===== src/rtl/logic_fn_pipe.sv =====
// rtl/logic_fn_pipe.sv - pipelined bitwise gate-network evaluator with valid/ready handshake
// Optional LOGIC_FN_PARITY_EN adds out_par = ^D ^ ^E carried alongside each result.
module logic_fn_pipe #(
  parameter int WIDTH = 8,
  parameter int LAT   = 3,
  parameter int CNT_W = 4
) (
  input  logic             clk,
  input  logic             rst_n,
  input  logic             in_valid,
  output logic             in_ready,
  input  logic [1:0]       mode,
  input  logic [WIDTH-1:0] A,
  input  logic [WIDTH-1:0] B,
  input  logic [WIDTH-1:0] C,
  output logic             out_valid,
  input  logic             out_ready,
  output logic [WIDTH-1:0] D,
  output logic [WIDTH-1:0] E,
`ifdef LOGIC_FN_PARITY_EN
  output logic             out_par,
`endif
  output logic [CNT_W-1:0] count
);

  logic             w_stall;
  logic             w_adv;
  logic [WIDTH-1:0] w_fn;
  logic [WIDTH-1:0] w_nc;

  logic [LAT-1:0]   r_vld;
  logic [WIDTH-1:0] r_d [LAT];
  logic [WIDTH-1:0] r_e [LAT];
  logic [CNT_W-1:0] r_count;

  assign w_stall  = r_vld[LAT-1] & ~out_ready;
  assign w_adv    = ~w_stall;
  assign in_ready = w_adv;
  assign w_nc     = ~C;

  always_comb begin
    w_fn = A;
    case (mode)
      2'b00:   w_fn = (A & B) | w_nc;
      2'b01:   w_fn = (A | B) & w_nc;
      2'b10:   w_fn = A ^ B ^ C;
      default: w_fn = A;
    endcase
  end

  // Stage 0 holds the freshly evaluated result; later stages only delay it.
  // A cycle with in_valid low still advances, inserting a bubble.
  always_ff @(posedge clk or negedge rst_n) begin
    if (!rst_n) begin
      r_vld <= '0;
      for (int i = 0; i < LAT; i++) begin
        r_d[i] <= '0;
        r_e[i] <= '0;
      end
    end else if (w_adv) begin
      r_vld[0] <= in_valid;
      r_d[0]   <= w_fn;
      r_e[0]   <= w_nc;
      for (int i = 1; i < LAT; i++) begin
        r_vld[i] <= r_vld[i-1];
        r_d[i]   <= r_d[i-1];
        r_e[i]   <= r_e[i-1];
      end
    end
  end

`ifdef LOGIC_FN_PARITY_EN
  logic [LAT-1:0] r_par;

  always_ff @(posedge clk or negedge rst_n) begin
    if (!rst_n) begin
      r_par <= '0;
    end else if (w_adv) begin
      r_par[0] <= (^w_fn) ^ (^w_nc);
      for (int i = 1; i < LAT; i++) begin
        r_par[i] <= r_par[i-1];
      end
    end
  end

  assign out_par = r_par[LAT-1];
`endif

  always_ff @(posedge clk or negedge rst_n) begin
    if (!rst_n) begin
      r_count <= '0;
    end else if (r_vld[LAT-1] && out_ready) begin
      r_count <= r_count + 1'b1;
    end
  end

  assign out_valid = r_vld[LAT-1];
  assign D         = r_d[LAT-1];
  assign E         = r_e[LAT-1];
  assign count     = r_count;

endmodule


===== config.mk =====
export PLATFORM = sky130hd
export DESIGN_NAME = logic_fn_pipe
export DESIGN_NICKNAME = d
export VERILOG_FILES = /design/src/rtl/logic_fn_pipe.sv
export SDC_FILE = /design/constraint.sdc
export NUM_CORES = 1
export LEC_CHECK = 0
export CORE_ASPECT_RATIO = 2
export CORE_MARGIN = 2
export CORE_UTILIZATION = 47
export CTS_BUF_LIST = sky130_fd_sc_hd__clkbuf_16
export CTS_CLUSTER_DIAMETER = 100
export DETAILED_ROUTE_END_ITERATION = 8
export PLACE_DENSITY = 0.76
export SLEW_MARGIN = 20
export SYNTH_ARGS = -nofsm -noshare
export SYNTH_HDL_FRONTEND = slang
export SYNTH_SLANG_ARGS = --single-unit

===== constraint.sdc =====
create_clock -name clk -period 1.3 [get_ports clk]
set_clock_uncertainty 0.05 [all_clocks]
set_input_delay 0.26 -clock clk [delete_from_list [all_inputs] [get_ports clk]]
set_output_delay 0.26 -clock clk [all_outputs]
set_load 0.01 [all_outputs]

==> flow_results.org, run 1 <==
** Power
- IR analysis of the VDD net gives a maximum drop of about 1700 µV.
- Power comes to between 6 and 7 mW.
- Net Sw Frac :: between 20 and 30%
- Summed over all cells, the static leakage comes to 1.83 nW.
- Relative contribution of sequential cells to total power :: around 40%
- Of the total power, combinational logic draws 35.2%.
- The clock network accounts for about a quarter of the total power.
- Design internal power :: just under 5 mW
- Switching power :: 1.83 mW
- Cell area power density :: ~1800 nW/µm²

** Logic synthesis
- Summed over its instances, the top area cell type makes up roughly 49% of the synthesized netlist area.
- Each instance of the synthesized netlist takes up on average approximately 12 µm².
- For this run, the register share of the synthesized area comes to about 50%.
- Synthesis handed over a netlist of ~230 instances.
- Most area-hungry cell type in the Yosys netlist :: dfrtp_1
- Post-synth top cells :: 55 x dfrtp_1, 24 x o21ai_0, 19 x mux2_2, 18 x buf_4, 18 x nand2_1
- Ranked by total cell area, the synthesized netlist is headed by dfrtp_1 49%, mux2_4 8.6%, mux2_2 7.7%.
- Proportion of synthesized flip-flops having asynchronous set or reset :: 100%
- Yosys mapped a number of flops with a built-in enable equal to 0.
- Yosys instantiated no cell more often than dfrtp_1.
- Top flip-flop cell by instance count after synthesis :: dfrtp_1
- Synth warnings :: 0
- Counting every net in the synthesized netlist gives 280.
- Netlist area before placement :: 2790 µm²
- Counting flops and latches in the post-synthesis netlist gives 55.
- In this run, distinct cell masters in the synthesized netlist total 20.

** Setup path
- STA classifies the critical path startpoint as a flop.
- Data required, critical path :: between 1 and 1.5 ns
- Slack of the worst reg-to-reg path :: -0.1 ns
- End of the critical path :: r_e[11]
- Worst Reg2Reg Path Length in Cells :: 5
- The critical path is of the reg2reg type.
- Arrival time of the worst setup path :: 1.52 ns
- In this run the worst path has a maximum fanout of 6.
- STA classifies the critical path endpoint as a flop.
- The worst register-to-register path begins at r_vld[2].
- The most critical setup path has its startpoint at r_vld[2].
- The endpoint identified for the worst register-to-register timing path is r_e[11].

** Outcome
- The flow ran to the end, but the final reports show violations.
- Violated checks :: setup timing

** Global routing
- Maximum number of pins on one net before global-route repair :: between 50 and 60
- Total track usage :: approximately 17%
- Via count of the first global-routing pass :: 1865
- Antenna violations before repair :: 0
- Global-route congestion overflow total :: 0
- First-pass GRT wire length :: 8.41 mm

** Routing
- Via-per-instance ratio :: around 5.1
- In this run, the number of DRC markers left after iteration 0 of detailed routing was between 60 and 70.
- Across all layers, the routed design uses about 1.9k vias.
- Before antenna repair, the detailed router went through 4 iterations.
- In this run the remaining antenna-violating nets after routing total 0.
- In the routed design, unresolved DRC markers number 0.
- Wires add up to 5.08 mm.
- Average wire per cell in the routed design :: between 10 and 15 µm

** Timing
- The tightest hold path in the finished design has a slack of about 0.41 ns.
- Setup Total Neg Slack :: -1.77 ns
- Upper clock frequency limit :: slightly above 700 MHz
- For the pin with the worst max-slew slack, the measured transition is between 0.2 and 0.3 ns.
- Dividing the final minimum period by the clock period gives 107%.
- Slack of the critical path :: -0.0962 ns
- Final hold violation count :: 0
- Setup violations remaining at the end of the flow were counted as 32.
- Max Transition Viols Final :: 0
- Counting I/O delays and the setup requirement, the final critical path takes about 1.4 ns.
- The worst pin sits at a relative slew slack of between 80 and 90%.
- Unrepaired setup endpoints after global routing :: true

** Clock tree
- Clk buf depth :: 2
- Clock insertion delay at the later pin of the skew report :: roughly 0.28 ns
- TritonCTS built the clock tree.
- Maximum level of the CTS H-tree :: 2
- Master cell of the clock root buffer :: clkbuf_16
- CTS Buf Count :: 5
- Number of clock sinks :: 55
- Clock slew at reported path FFs :: roughly 0.07 ns

** Floorplan
- The core region is between 5000 and 6000 µm².
- From bottom edge to top edge, the die measures about 110 µm.
- The die covers ~6600 µm².
- Die outline width :: 58.5 µm
- During I/O placement, the number of pins put on the boundary was 52.
- For this configuration, the core starts out at a cell density of 48.8%.
- Row count :: 39

** Hold path
- Worst Hold Depth :: 1
- Hold wc startpoint :: count[3]
- The path class of the tightest hold or removal check is reg2reg.

** Layout
- Excluding fillers, the count of instances in the completed layout stands at approximately 360.
- Fill cells in the final layout number about 430.
- For this run, the post-layout net count is 346.
- The number of antenna diodes in the final layout is 0.
- Share of layout cells above drive strength 1 :: between 20% and 30%
- Fin util :: about two thirds
- Relative to the synthesized area, the layout overhead comes to 33.3%.

** Placement
- Once placement completed, the tool counted placed cells totaling ~340.
- Once detailed placement completed, the half-perimeter wirelength came to about 3.6 mm.
- The congestion estimate from routability-driven global placement came to around 0.75.
- Input and output buffers added on the ports amount to a little over 50.

** Flow run
- Max-cap violations in this run came to 0.
-- placed cells by master (no fill, tap or decap), types with 4 or more instances in the layout --
cell type | Yosys | final
nand2b_1 | 10 | 9
clkdlybuf4s50_1 | 0 | 11
dfrtp_1 | 55 | 55
o21ai_1 | 0 | 9
dlygate4sd2_1 | 0 | 34
clkbuf_16 | 0 | 6
o21ai_0 | 24 | 13
a21oi_1 | 8 | 8
inv_1 | 17 | 18
xor2_1 | 9 | 9
buf_6 | 2 | 4
nand2_2 | 0 | 7
mux2_4 | 16 | 26
mux2_2 | 19 | 9
buf_4 | 18 | 24
ha_1 | 17 | 17
o221ai_1 | 8 | 8
nand2_1 | 18 | 11
-- routing by layer --
layer | GRT usage [%] | routed length (µm) | up-vias
met5 | 0 | 0 | -
met4 | 7.13 | 121 | 0
met3 | 2.17 | 138 | 8
met2 | 28.8 | 2860 | 41
met1 | 19.7 | 1960 | 905
li1 | - | - | 899
-- layout make-up --
cell class	instances	area, µm²	area share [%]
Inverter	17	63.8	1.72
Clock buffer	5	125	3.37
Sequential cell	55	1380	37.0
Tap cell	61	76.3	2.05
Multi-Input combinational cell	135	1220	32.7
Timing Repair Buffer	85	796	21.4
Clock inverter	3	63.8	1.72
-- state kept, by name, indices dropped and copies added (netlist names) --
signal  count
D           8
count       4
E           8
r_vld       3
r_e        16
r_d        16
-- per-stage QoR --
stage,instance area [µm²],setup slack (ns)
2_1_floorplan,2790,-0.0456
3_3_place_gp,3380,-0.487
3_5_place_dp,3380,-0.488
4_1_cts,3610,-0.0881
5_1_grt,3720,-0.136
6_report,3720,-0.0962
-- worst max-delay path, cell delays in order, from the launching register on --
cell and delay, ns:
dfrtp_1 0.38, nor2b_4 0.14, buf_6 0.12, buf_8 0.13, clkbuf_16 0.16, mux2_4 0.30
-- power by group through the flow --
stage                     Clock, mW  Sequential [mW]  Combinational, mW
final                          1.66             2.70               2.37
after global routing           1.76             2.79               2.56
after CTS                      1.69             2.69               2.22
after detailed placement          0             2.75               2.27
after global placement            0             2.72               2.20
after floorplan                   0             2.67               1.54
-- kinds of logic (layout without fill, tap and decap cells) --
group                    Yosys count  count (layout)  synth area share (%)
AND/OR/NAND/NOR                   32              32                  5.65
XOR/XNOR                          11              11                  3.45
adder cells (fa/ha/maj)           17              17                  7.63
flip-flops                        55              55                  49.3
AO/OA/AOI/OAI                     40              40                  8.26
buffers and inverters             43             110                  9.38
multiplexers                      35              35                  16.3
-- worst min path at each step --
stage               endpoint
floorplan               D[0]
global route        count[2]
CTS                 count[3]
global placement     r_e[23]
finish              count[3]
detailed placement   r_e[23]
-- repair_timing --
item                                    in CTS  in global routing
pin swaps                                   11                  3
buffers inserted                             4                  3
hold buffers                                 1                  0
endpoints found under the setup margin      66                 52
hold endpoints to repair                    55                  0
gates resized for setup                     67                 19
cloned                                       1                  1
Power figures use the tool's default switching activity.
==> run 2: changes to the inputs <==
==> constraint.sdc (replaced) <==
create_clock -name clk -period 1.3 [get_ports clk]
set_clock_uncertainty 0.05 [all_clocks]
set_input_delay 0.26 -clock clk [delete_from_list [all_inputs] [get_ports clk]]
set_output_delay 0.26 -clock clk [all_outputs]
set_load 0.02 [all_outputs]
==> run 2 against run 1 <==
The flow still finishes with violations (setup timing). Non-clock buffer count fell by 2. Worst setup slack improved by 0.066 ns. Clock power shrank 19%. Via count fell by 1.2%. Sequential share of layout area up 0.91 points. Global-route usage increased by 0.50 points. Final cell count is 0.55% lower. Count of clock-buffer cells in the layout unchanged. Critical endpoint is now D[3]. Largest cell class unchanged. Largest power group unchanged.
==> flow_results.org, run 2 (same netlist as run 1, synthesis figures left out) <==
** Outcome
- Status: finished with violations (unchanged).
- Violated checks :: setup timing (unchanged)

** Layout
- The final-stage net count is 344 (was 346).
- Biggest regs :: r_d (16), r_e (16) (unchanged)
- ANT cells :: 0 (unchanged)
- The commonest non-fill, non-tap cell in the layout is dfrtp_1 (unchanged).
- Highest-count cells in the layout ignoring fill and taps: 54 x dfrtp_1, 32 x mux2_4, 25 x buf_4, 18 x clkbuf_2, 17 x nand2_1 (was 55 x dfrtp_1, 34 x dlygate4sd2_1, 26 x mux2_4, 24 x buf_4, 18 x inv_1).
- FF/Latch Area :: 1380 µm² (about the same)
- Signed area change from the synthesized netlist to the final layout :: 30.2% (was 33.3%)
- The area of the multi-input gates was 1230 µm² (was 1220 µm²).
- Share of layout cells above drive strength 1 :: 34.9% (was 29.7%)
- The layout filler cell count came to 456 (was 427).
- Final instance count without filler cells :: 359 (was 361)

** Timing
- Max Transition Viols Final :: 0 (unchanged)
- The worst-case setup margin in the final layout is -0.0305 ns (was -0.0962 ns).
- Setup Total Neg Slack :: -0.449 ns (was -1.77 ns)
- The worst slew margin relative to its limit was 78.4% (was 80.7%).
- Final hold violation count :: 0 (unchanged)
- Shortest period the worst path allows :: 1.33 ns (was 1.40 ns)
- Unrepaired setup endpoints after global routing: true (unchanged).
- Slew at the pin closest to its max-slew limit :: 0.324 ns (was 0.290 ns)
- The maximum clock rate was 752 MHz (was 716 MHz).
- Count of endpoints failing setup in the final report :: 28 (was 32)
- Share of the cycle needed by the critical path after routing :: 102% (was 107%)

** Clock tree
- The clock tree from TritonCTS was yes (unchanged).
- Clock insertion delay at the later pin of the skew report :: 0.29 ns (was 0.28 ns)
- The TritonCTS buffer count came to 5 (unchanged).
- Master cell of the clock root buffer :: clkbuf_16 (unchanged)
- The number of buffers on the longest clock path came to 2 (unchanged).
- The clock transition time at the flip-flop clock pins of the worst setup and hold paths is 0.07 ns (about the same).
- Maximum level of the CTS H-tree :: 2 (unchanged)
- Number of clock sinks :: 55 (unchanged)

** Global routing
- The number of antenna violations at the first check in global routing is 0 (unchanged).
- First-pass GRT wire length :: 8.39 mm (was 8.41 mm)
- The all-layer global routing usage was 17.0% (was 16.5%).
- Maximum number of pins on one net before global-route repair :: 35 (was 56)
- The remaining global-route overflow was 0 (unchanged).
- Via count of the first global-routing pass :: 1875 (was 1865)

** Floorplan
- Initial Util :: 48.8% (unchanged)
- The die height was 113 µm (unchanged).
- Core box area :: 5710 µm² (unchanged)
- The die area was 6600 µm² (unchanged).
- The I/O pin total came to 52 (unchanged).
- The cell row count is 39 (unchanged).
- The floorplan die width came to 58.5 µm (unchanged).

** Routing
- The post-route DRC violation count was 0 (unchanged).
- Average wire per cell in the routed design :: 14.2 µm (was 14.1 µm)
- The count of antenna-violating nets left after detailed routing is 0 (unchanged).
- Initial DRC count :: 25 (was 61)
- Detailed Routing Iterations Pass 1 :: 4 (unchanged)
- Total wire length :: 5.09 mm (was 5.08 mm)
- The total number of vias is 1831 (was 1853).
- The post-detailed-route via-to-cell ratio is 5.10 (was 5.13).

** Hold path
- Path class of the lowest-slack min-delay path :: in2async (was reg2reg)

** Setup path
- Arrival time of the worst setup path :: 1.46 ns (was 1.52 ns)
- The depth of the critical timing path with buffers and inverters included came to 4 (was 5).
- The worst reg-to-reg path cell count was 4 (was 5).
- The class of the most critical setup path was reg2reg (unchanged).
- The number of buffer and inverter stages on the critical path was 2 (was 3).
- The maximum fanout along the worst path is 13 (was 6).
- Family with the most delay on the worst path :: flip-flops (was buffers and inverters)
- The nature of the critical path startpoint is a flop (unchanged).
- Cells along the critical path :: nor2b_4 > buf_8 > buf_12 > mux2_4 (was nor2b_4 > buf_6 > buf_8 > clkbuf_16 > mux2_4)
- Type of element capturing the critical path :: flop (unchanged)
- The standard cell with the maximum stage delay on the critical path was dfrtp_2 (was dfrtp_1).
- The peak per-stage delay on the critical path is 0.35 ns (was 0.38 ns).
- Data required, critical path :: 1.43 ns (was 1.42 ns)

** Power
- Peak supply drop :: 1690 µV (was 1730 µV)
- Cell area power density :: 1820 nW/µm² (was 1810 nW/µm²)
- Static leakage :: 1.81 nW (was 1.83 nW)

** Placement
- Cell count after placement :: 345 (was 343)
- Final estimated routing congestion in global placement :: 0.766 (was 0.754)
- The number of input and output port buffers inserted is 51 (unchanged).
- The HPWL after detailed placement is 3.58 mm (was 3.64 mm).

** Flow run
- Max-Cap Viols :: 0 (unchanged)
-- run 2: cell count changes in the layout (fill, tap and decap cells not counted), sizes merged --
cell	previous run	this run
bufinv	2	0
bufbuf	0	1
clkinv	0	1
dlygate4sd2	34	16
inv	18	19
dlymetal6s2s	0	1
buf	35	34
clkbuf	6	24
clkdlybuf4s15	3	0
-- run 2: final cells by class --
cell class | count | area share (%)
clock buffers | 5 | 3.45
clock inverters | 3 | 0.724
inverters | 17 | 1.76
multi-input cells | 135 | 33.8
flip-flops and latches | 55 | 37.9
well taps | 61 | 2.10
repair buffers | 83 | 20.2
-- run 2: final timing paths --
kind                            endpoint       from  slack (ns)
worst max-delay path                D[3]   r_vld[2]       -0.03
worst min-delay path             r_d[10]      rst_n        0.33
worst max register to register      D[3]   r_vld[2]       -0.03
worst min register to register  r_vld[2]   r_vld[1]        0.42
max in group asynchronous       r_vld[2]      rst_n        0.38
min in group clk                count[2]  out_ready        0.40
-- run 2: worst reg2reg max path, cell delays in order (launching register included) --
cell and delay (ns):
dfrtp_2 0.35, nor2b_4 0.17, buf_8 0.17, buf_12 0.17, mux2_4 0.31
-- run 2: through the flow --
step           hold slack (ns)  utilization, %  area, µm²  worst slack (ns)  total power, mW
6_report                 0.331            63.6       3630           -0.0305             6.62
5_1_grt                  0.350            63.6       3630           -0.0707             7.02
4_1_cts                  0.335            63.2       3610           -0.0724             6.64
3_5_place_dp             0.125            59.6       3400            -0.552             5.29
3_3_place_gp             0.122            59.6       3400            -0.558             5.18
2_1_floorplan          -0.0856               -       2790           -0.0586             4.48
-- run 2: per-layer routing --
metal  vias up  track usage, %  routed length [µm]
met3         6            4.46                 176
met4         0            7.75                  85
met2        41            30.5                2990
met1       885            17.8                1840
li1        899               -                   -
met5         -               0                   0
-- run 2: report_power, final --
part	switching [mW]	total [mW]	leakage [nW]	internal (mW)
registers	0.370	2.72	0.653	2.35
clock network	0.610	1.34	0.0748	0.731
logic	1.15	2.57	1.08	1.42
-- run 2: repair_timing --
action,in CTS,in global routing
endpoints found under the hold margin,11,0
pin swaps,13,1
setup buffers,0,2
gates cloned,1,2
endpoints found under the setup margin,62,64
resized for setup,79,37
hold buffers,1,0
